### src/rtl/hex_display_pkg.sv
`default_nettype none
// ============================================================================
// Module   : hex_display_pkg
// Purpose  : Shared constants for the six-digit HEX display controller:
//            register map, CTRL bit positions, segment table, helpers.
// Revision : 1.0  initial release
// ============================================================================
package hex_display_pkg;

  localparam int NUM_DIGITS = 6;

  // Register map
  localparam logic [2:0] ADDR_DIG [NUM_DIGITS] = '{3'd0, 3'd1, 3'd2, 3'd3, 3'd4, 3'd5};
  localparam logic [2:0] ADDR_CTRL   = 3'd6;
  localparam logic [2:0] ADDR_STATUS = 3'd7;

  // CTRL bit positions
  localparam int CTRL_EN     = 0;
  localparam int CTRL_BLINK  = 1;
  localparam int CTRL_SCROLL = 2;
  localparam int CTRL_DIR    = 3;

  // Blank flag position inside a DIGn register
  localparam int DIG_BLANK = 7;

  // All segments off (active-low)
  localparam logic [6:0] SEG_BLANK = 7'h7f;

  // Active-low gfedcba patterns for 0..F
  localparam logic [6:0] SEG_TABLE [16] = '{
    7'h40, 7'h79, 7'h24, 7'h30, 7'h19, 7'h12, 7'h02, 7'h78,
    7'h00, 7'h10, 7'h08, 7'h03, 7'h46, 7'h21, 7'h06, 7'h0e
  };

  typedef enum logic [0:0] {
    SCROLL_IDLE = 1'b0,
    SCROLL_RUN  = 1'b1
  } scroll_state_t;

  // Digit shown at display position pos for a given rotation: (pos+offset) mod 6
  function automatic logic [2:0] rot_index(input logic [2:0] pos, input logic [2:0] offset);
    logic [3:0] sum;
    sum = {1'b0, pos} + {1'b0, offset};
    if (sum >= 4'd6) sum = sum - 4'd6;
    return sum[2:0];
  endfunction

endpackage
`default_nettype wire

### src/rtl/hex_seg_decode.sv
`default_nettype none
// ============================================================================
// Module   : hex_seg_decode
// Purpose  : Combinational 4-bit hex value to active-low 7-segment pattern.
// Revision : 1.0  initial release
// ============================================================================
module hex_seg_decode
  import hex_display_pkg::*;
(
  input  logic [3:0] value,
  output logic [6:0] seg
);

  assign seg = SEG_TABLE[value];

endmodule
`default_nettype wire

### src/rtl/hex_display_ctrl.sv
`default_nettype none
// ============================================================================
// Module   : hex_display_ctrl
// Purpose  : Register-mapped controller for six 7-segment digits with
//            per-digit blanking, global blink and rotating scroll.
// Revision : 1.0  initial release
// ============================================================================
module hex_display_ctrl
  import hex_display_pkg::*;
#(
  parameter int CLK_HZ    = 50000000,
  parameter int BLINK_HZ  = 2,
  parameter int SCROLL_HZ = 4
) (
  input  logic       clk,
  input  logic       rst_n,
  input  logic       wr_en,
  input  logic       rd_en,
  input  logic [2:0] addr,
  input  logic [7:0] wr_data,
  output logic [7:0] rd_data,
  output logic [6:0] hex0,
  output logic [6:0] hex1,
  output logic [6:0] hex2,
  output logic [6:0] hex3,
  output logic [6:0] hex4,
  output logic [6:0] hex5
);

  localparam int BLINK_HALF    = CLK_HZ / (2 * BLINK_HZ);
  localparam int SCROLL_PERIOD = CLK_HZ / SCROLL_HZ;
  localparam int BLINK_W       = (BLINK_HALF > 1) ? $clog2(BLINK_HALF) : 1;
  localparam int SCROLL_W      = (SCROLL_PERIOD > 1) ? $clog2(SCROLL_PERIOD) : 1;
  localparam logic [BLINK_W-1:0]  BLINK_LAST  = BLINK_W'(BLINK_HALF - 1);
  localparam logic [SCROLL_W-1:0] SCROLL_LAST = SCROLL_W'(SCROLL_PERIOD - 1);

  logic [7:0]          dig [NUM_DIGITS];
  logic [3:0]          ctrl;
  logic [2:0]          offset;
  logic                phase;
  logic [BLINK_W-1:0]  blink_cnt;
  logic [SCROLL_W-1:0] scroll_cnt;
  scroll_state_t       state;
  logic [6:0]          seg [NUM_DIGITS];
  logic [6:0]          hex_next [NUM_DIGITS];
  logic [6:0]          hex_q [NUM_DIGITS];
  logic [7:0]          rd_next;
  logic                ctrl_wr;
  logic                blink_tick;
  logic                scroll_tick;
  logic [2:0]          offset_step;
  logic                unused_wr_bits;

  // Data bits 6:4 of a digit write are dropped on purpose
  assign unused_wr_bits = ^wr_data[6:4];

  assign ctrl_wr     = wr_en && (addr == ADDR_CTRL);
  assign blink_tick  = (blink_cnt == BLINK_LAST);
  assign scroll_tick = (scroll_cnt == SCROLL_LAST);

  // Left rotation counts up, right rotation counts down, both modulo 6
  assign offset_step = ctrl[CTRL_DIR] ? ((offset == 3'd0) ? 3'd5 : offset - 3'd1)
                                      : ((offset == 3'd5) ? 3'd0 : offset + 3'd1);

  // Register file: digit values with blank flag, and the control bits
  always_ff @(posedge clk or negedge rst_n) begin
    if (!rst_n) begin
      for (int i = 0; i < NUM_DIGITS; i++) dig[i] <= 8'h80;
      ctrl <= 4'h0;
    end else if (wr_en) begin
      for (int i = 0; i < NUM_DIGITS; i++) begin
        if (addr == ADDR_DIG[i]) dig[i] <= {wr_data[DIG_BLANK], 3'b000, wr_data[3:0]};
      end
      if (ctrl_wr) ctrl <= wr_data[3:0];
    end
  end

  // Blink prescaler; a CTRL write in the tick cycle suppresses the toggle
  always_ff @(posedge clk or negedge rst_n) begin
    if (!rst_n) begin
      blink_cnt <= '0;
      phase     <= 1'b1;
    end else if (ctrl_wr && !wr_data[CTRL_BLINK]) begin
      blink_cnt <= '0;
      phase     <= 1'b1;
    end else if (ctrl[CTRL_BLINK]) begin
      if (blink_tick) begin
        blink_cnt <= '0;
        if (!ctrl_wr) phase <= ~phase;
      end else begin
        blink_cnt <= blink_cnt + BLINK_W'(1);
      end
    end
  end

  // Scroll FSM with its step prescaler and rotation offset
  always_ff @(posedge clk or negedge rst_n) begin
    if (!rst_n) begin
      state      <= SCROLL_IDLE;
      offset     <= 3'd0;
      scroll_cnt <= '0;
    end else begin
      case (state)
        SCROLL_IDLE: begin
          if (ctrl_wr && wr_data[CTRL_SCROLL]) state <= SCROLL_RUN;
        end
        SCROLL_RUN: begin
          if (ctrl_wr && !wr_data[CTRL_SCROLL]) begin
            state      <= SCROLL_IDLE;
            offset     <= 3'd0;
            scroll_cnt <= '0;
          end else if (scroll_tick) begin
            scroll_cnt <= '0;
            if (!ctrl_wr) offset <= offset_step;
          end else begin
            scroll_cnt <= scroll_cnt + SCROLL_W'(1);
          end
        end
        default: state <= SCROLL_IDLE;
      endcase
    end
  end

  // Read mux
  always_comb begin
    rd_next = 8'h00;
    for (int i = 0; i < NUM_DIGITS; i++) begin
      if (addr == ADDR_DIG[i]) rd_next = dig[i];
    end
    if (addr == ADDR_CTRL)   rd_next = {4'h0, ctrl};
    if (addr == ADDR_STATUS) rd_next = {4'h0, phase, offset};
  end

  // Read data register, held between read strobes
  always_ff @(posedge clk or negedge rst_n) begin
    if (!rst_n)     rd_data <= 8'h00;
    else if (rd_en) rd_data <= rd_next;
  end

  generate
    for (genvar gi = 0; gi < NUM_DIGITS; gi++) begin : g_dec
      hex_seg_decode u_dec (
        .value (dig[gi][3:0]),
        .seg   (seg[gi])
      );
    end
  endgenerate

  // Rotation select and blanking for every display position
  always_comb begin
    for (int i = 0; i < NUM_DIGITS; i++) begin
      hex_next[i] = seg[rot_index(3'(i), offset)];
      if (!ctrl[CTRL_EN] || (ctrl[CTRL_BLINK] && !phase) ||
          dig[rot_index(3'(i), offset)][DIG_BLANK]) begin
        hex_next[i] = SEG_BLANK;
      end
    end
  end

  // Output registers driving the HEX pins
  always_ff @(posedge clk or negedge rst_n) begin
    if (!rst_n) begin
      for (int i = 0; i < NUM_DIGITS; i++) hex_q[i] <= SEG_BLANK;
    end else begin
      for (int i = 0; i < NUM_DIGITS; i++) hex_q[i] <= hex_next[i];
    end
  end

  assign hex0 = hex_q[0];
  assign hex1 = hex_q[1];
  assign hex2 = hex_q[2];
  assign hex3 = hex_q[3];
  assign hex4 = hex_q[4];
  assign hex5 = hex_q[5];

endmodule
`default_nettype wire

### config.mk
export PLATFORM = sky130hd
export DESIGN_NAME = hex_display_ctrl
export DESIGN_NICKNAME = d
export VERILOG_FILES = /design/src/rtl/hex_display_pkg.sv /design/src/rtl/hex_seg_decode.sv /design/src/rtl/hex_display_ctrl.sv
export SDC_FILE = /design/constraint.sdc
export NUM_CORES = 1
export LEC_CHECK = 0
export ABC_AREA = 1
export CORE_AREA = 2 2 137 139
export DETAILED_ROUTE_END_ITERATION = 10
export DIE_AREA = 0 0 139 141
export PLACE_DENSITY_LB_ADDON = 0.05
export SLEW_MARGIN = 25
export SYNTH_ARGS = -nofsm -noshare
export SYNTH_HDL_FRONTEND = slang
export SYNTH_SLANG_ARGS = --single-unit
### constraint.sdc
create_clock -name clk -period 2.7 [get_ports clk]
set_input_delay 0.27 -clock clk [delete_from_list [all_inputs] [get_ports clk]]
set_output_delay 0.27 -clock clk [all_outputs]
set_load 0.05 [all_outputs]
==> flow_summary.json <==
{
  "critPathLaunchType": "register",
  "fill_cells": 1787,
  "ys_types": 42,
  "h-tree-depth": 4,
  "min_path_type": "input port to asynchronous set/reset pin",
  "diodes": 0,
  "finalSetupViolations": 0,
  "routed_wl_mm": 28.9,
  "detail-route-antenna-nets": 0,
  "worstMarginPinSlew_ns": 0.749,
  "grt_pass1_wl_mm": 48.1,
  "ys_async_sr_fraction_pct": 100,
  "core_um2": 18300,
  "hold_violations": 0,
  "yosys.area.top_type": "dfrtp_1",
  "synth_top_area_share_pct": 21.4,
  "maxCapViolCount": 0,
  "place_ws_ns": 0.286,
  "synth_cells": 1519,
  "gp_congestion": 0.984,
  "clock-sinks": 133,
  "ir_worst_vdd_mv": 0.865,
  "synthFlopType": "dfrtp_1",
  "maxSlewViolCount": 0,
  "netlist_top_cells_area": "dfrtp_1 (21%), nand2_1 (21%), dfstp_2 (13%), nand3_1 (13%), ha_1 (5.6%)",
  "wl_per_cell_um": 15.8,
  "ioPinCount": 65,
  "via_per_inst": 5.51,
  "via_count": 10100,
  "critical_path_required_ns": 3.01,
  "dp_hpwl_mm": 22.3,
  "num_rows": 50,
  "status": "finished clean",
  "syn_area_per_cell_um2": 6.46,
  "fin_nets": 1643,
  "rsz0062_at_grt": "no",
  "clk_path_buf_depth": 2,
  "cts_resized": 0,
  "fin_crit_sh_pct": 91.6,
  "p_leak_nw": 5.47,
  "critical_path_class": "register to register",
  "clk_latency_ns": 0.42,
  "syn_to_final_growth_pct": 15.2,
  "fin_worst_skew_ns": 0.0103,
  "period_minus_slack_ns": 2.47,
  "yosys_warnings": 0,
  "drt-pass1-iter-count": 8,
  "cts_made_buffers": 17,
  "cts_root_buf": "clkbuf_16",
  "start_util_pct": 53.7,
  "max-slew-margin-rel_pct": 50.0,
  "io_buffers": 58,
  "syn_area_um2": 9810,
  "clk_pin_slew_ns": 0.06,
  "first_iter_violations": 911,
  "die-area_um2": 19600,
  "drive_above_1_share_pct": 8.02,
  "die_h_um": 141,
  "globalRouteOverflowTotal": 0,
  "remaining_drc_errors": 0,
  "fp.dieW_um": 139,
  "cp_max_fo": 9,
  "ys_ff_latch": 133,
  "clock.fmax_mhz": 404,
  "fin_setup_tns_ns": 0,
  "grt_use_total_pct": 30.4,
  "crit_path_end_kind": "register",
  "grt_max_degree": 57,
  "antenna_found_initial": 0,
  "arrival_ns": 2.78,
  "synth_edf_count": 0,
  "setup_ws_ns": 0.226,
  "grt_pass1_vias": 9470,
  "cts_tree": "built",
  "synth-seq-area-share_pct": 34.5,
  "power_density_nw_per_um2": 1090
}
[layer usage]
layer	GRT usage (%)	vias up	wire length, um
met2	51.2	336	13700
met5	0	-	0
li1	-	5056	-
met4	13.5	0	1130
met1	39.2	4626	12600
met3	4.48	64	1520
[path summary, 6_finish.rpt]
check,slack [ns],from,cells past startpoint,endpoint
min in group clk,0.46,rd_en,3,rd_data[7]
max in group asynchronous,1.53,rst_n,3,dig[7]
min reg2reg,0.49,rd_data[3],2,rd_data[3]
min,0.37,rst_n,2,blink_cnt[3]
max,0.23,offset[1],9,hex1[1]
max reg2reg,0.23,offset[1],9,hex1[1]
[power by group]
group / internal [mW] / switching, mW / total [mW] / leakage [nW]
registers: 2.64 / 0.431 / 3.07 / 1.61
clock network: 1.53 / 0.889 / 2.42 / 0.287
logic: 2.07 / 4.74 / 6.81 / 3.57
[critical path, cell delays in order, from the launching register on]
cell and delay, ns:
dfrtp_1 0.40, inv_1 0.15, ha_1 0.47, inv_1 0.20, nand2_1 0.14, nand3_1 0.26
nand2_1 0.15, nor2_1 0.05, nor2_1 0.36, nand3_1 0.17
[kinds of logic (layout without fill, tap and decap cells)]
family          after synthesis  count (layout)  share of synthesized area [%]
compound gates              149             149                           8.11
xor+xnor                     12              12                           1.15
fa+ha+maj                    44              44                           5.61
buf+inv                     193             269                           7.85
flops                       133             133                           34.5
other cells                   1               3                         0.0382
simple gates                987             987                           42.7
[synthesized netlist by cell type (2+ instances only)]
master    count
a21oi_1      31
or2_2         2
o211ai_1      8
dfrtp_1      84
o22ai_1       3
o21ai_1       3
o21ai_0      93
nand2_1     557
xnor2_1       2
buf_4         7
inv_1       140
ha_1         44
xor2_1        9
nor2_2        7
clkbuf_1     12
buf_1         6
o21a_1        2
and3_1        2
nand2_2       4
inv_2         6
a31oi_1       2
nand3_1     256
buf_2        14
o21bai_1      2
clkinv_1      7
nand4_1      23
nor3_1       30
dfstp_2      49
nor2_1      101
[layout by cell type (no fill, tap or decap), drive strengths merged, types with 23 or more instances in the layout]
master / n
nand3: 256
buf: 25
nand2: 561
nand4: 23
o21ai: 96
dfstp: 49
clkbuf: 24
inv: 147
a21oi: 32
nor3: 32
ha: 44
nor2: 109
clkdlybuf4s50: 57
dfrtp: 84
[flip-flops by register name (all words and copies together), names as in the netlist, named ones only]
name,count
hex4,7
ctrl,3
hex2,7
dig,30
blink_cnt,24
hex0,7
scroll_cnt,24
hex1,7
rd_data,5
phase,1
hex3,7
offset,3
hex5,7
[what timing repair did]
action | 4_1_cts | 5_1_grt
endpoints found under the setup margin | 0 | 0
hold buffers | 1 | 0
endpoints found under the hold margin | 14 | 0
buffers inserted | 0 | 0
[cell type report]
class | instances | area [um^2] | area share, %
Inverter | 154 | 581 | 5.14
Timing Repair Buffer | 83 | 772 | 6.83
Sequential cell | 133 | 3390 | 30.0
Multi-Input combinational cell | 1195 | 5660 | 50.1
Tap cell | 234 | 293 | 2.59
Clock inverter | 8 | 126 | 1.12
Clock buffer | 24 | 482 | 4.26
[per-stage QoR]
step,power (mW),cells,hold slack (ns),util (%),cell area (um^2)
global route,13.3,1831,0.414,61.9,11300
finish,12.3,1831,0.369,61.9,11300
detailed placement,9.78,1798,0.251,58.5,10700
global placement,9.69,1798,0.243,58.5,10700
floorplan,7.92,1521,-0.0256,-,9820
CTS,12.2,1831,0.364,61.9,11300
No activity file was read; power rests on OpenSTA's default activity.
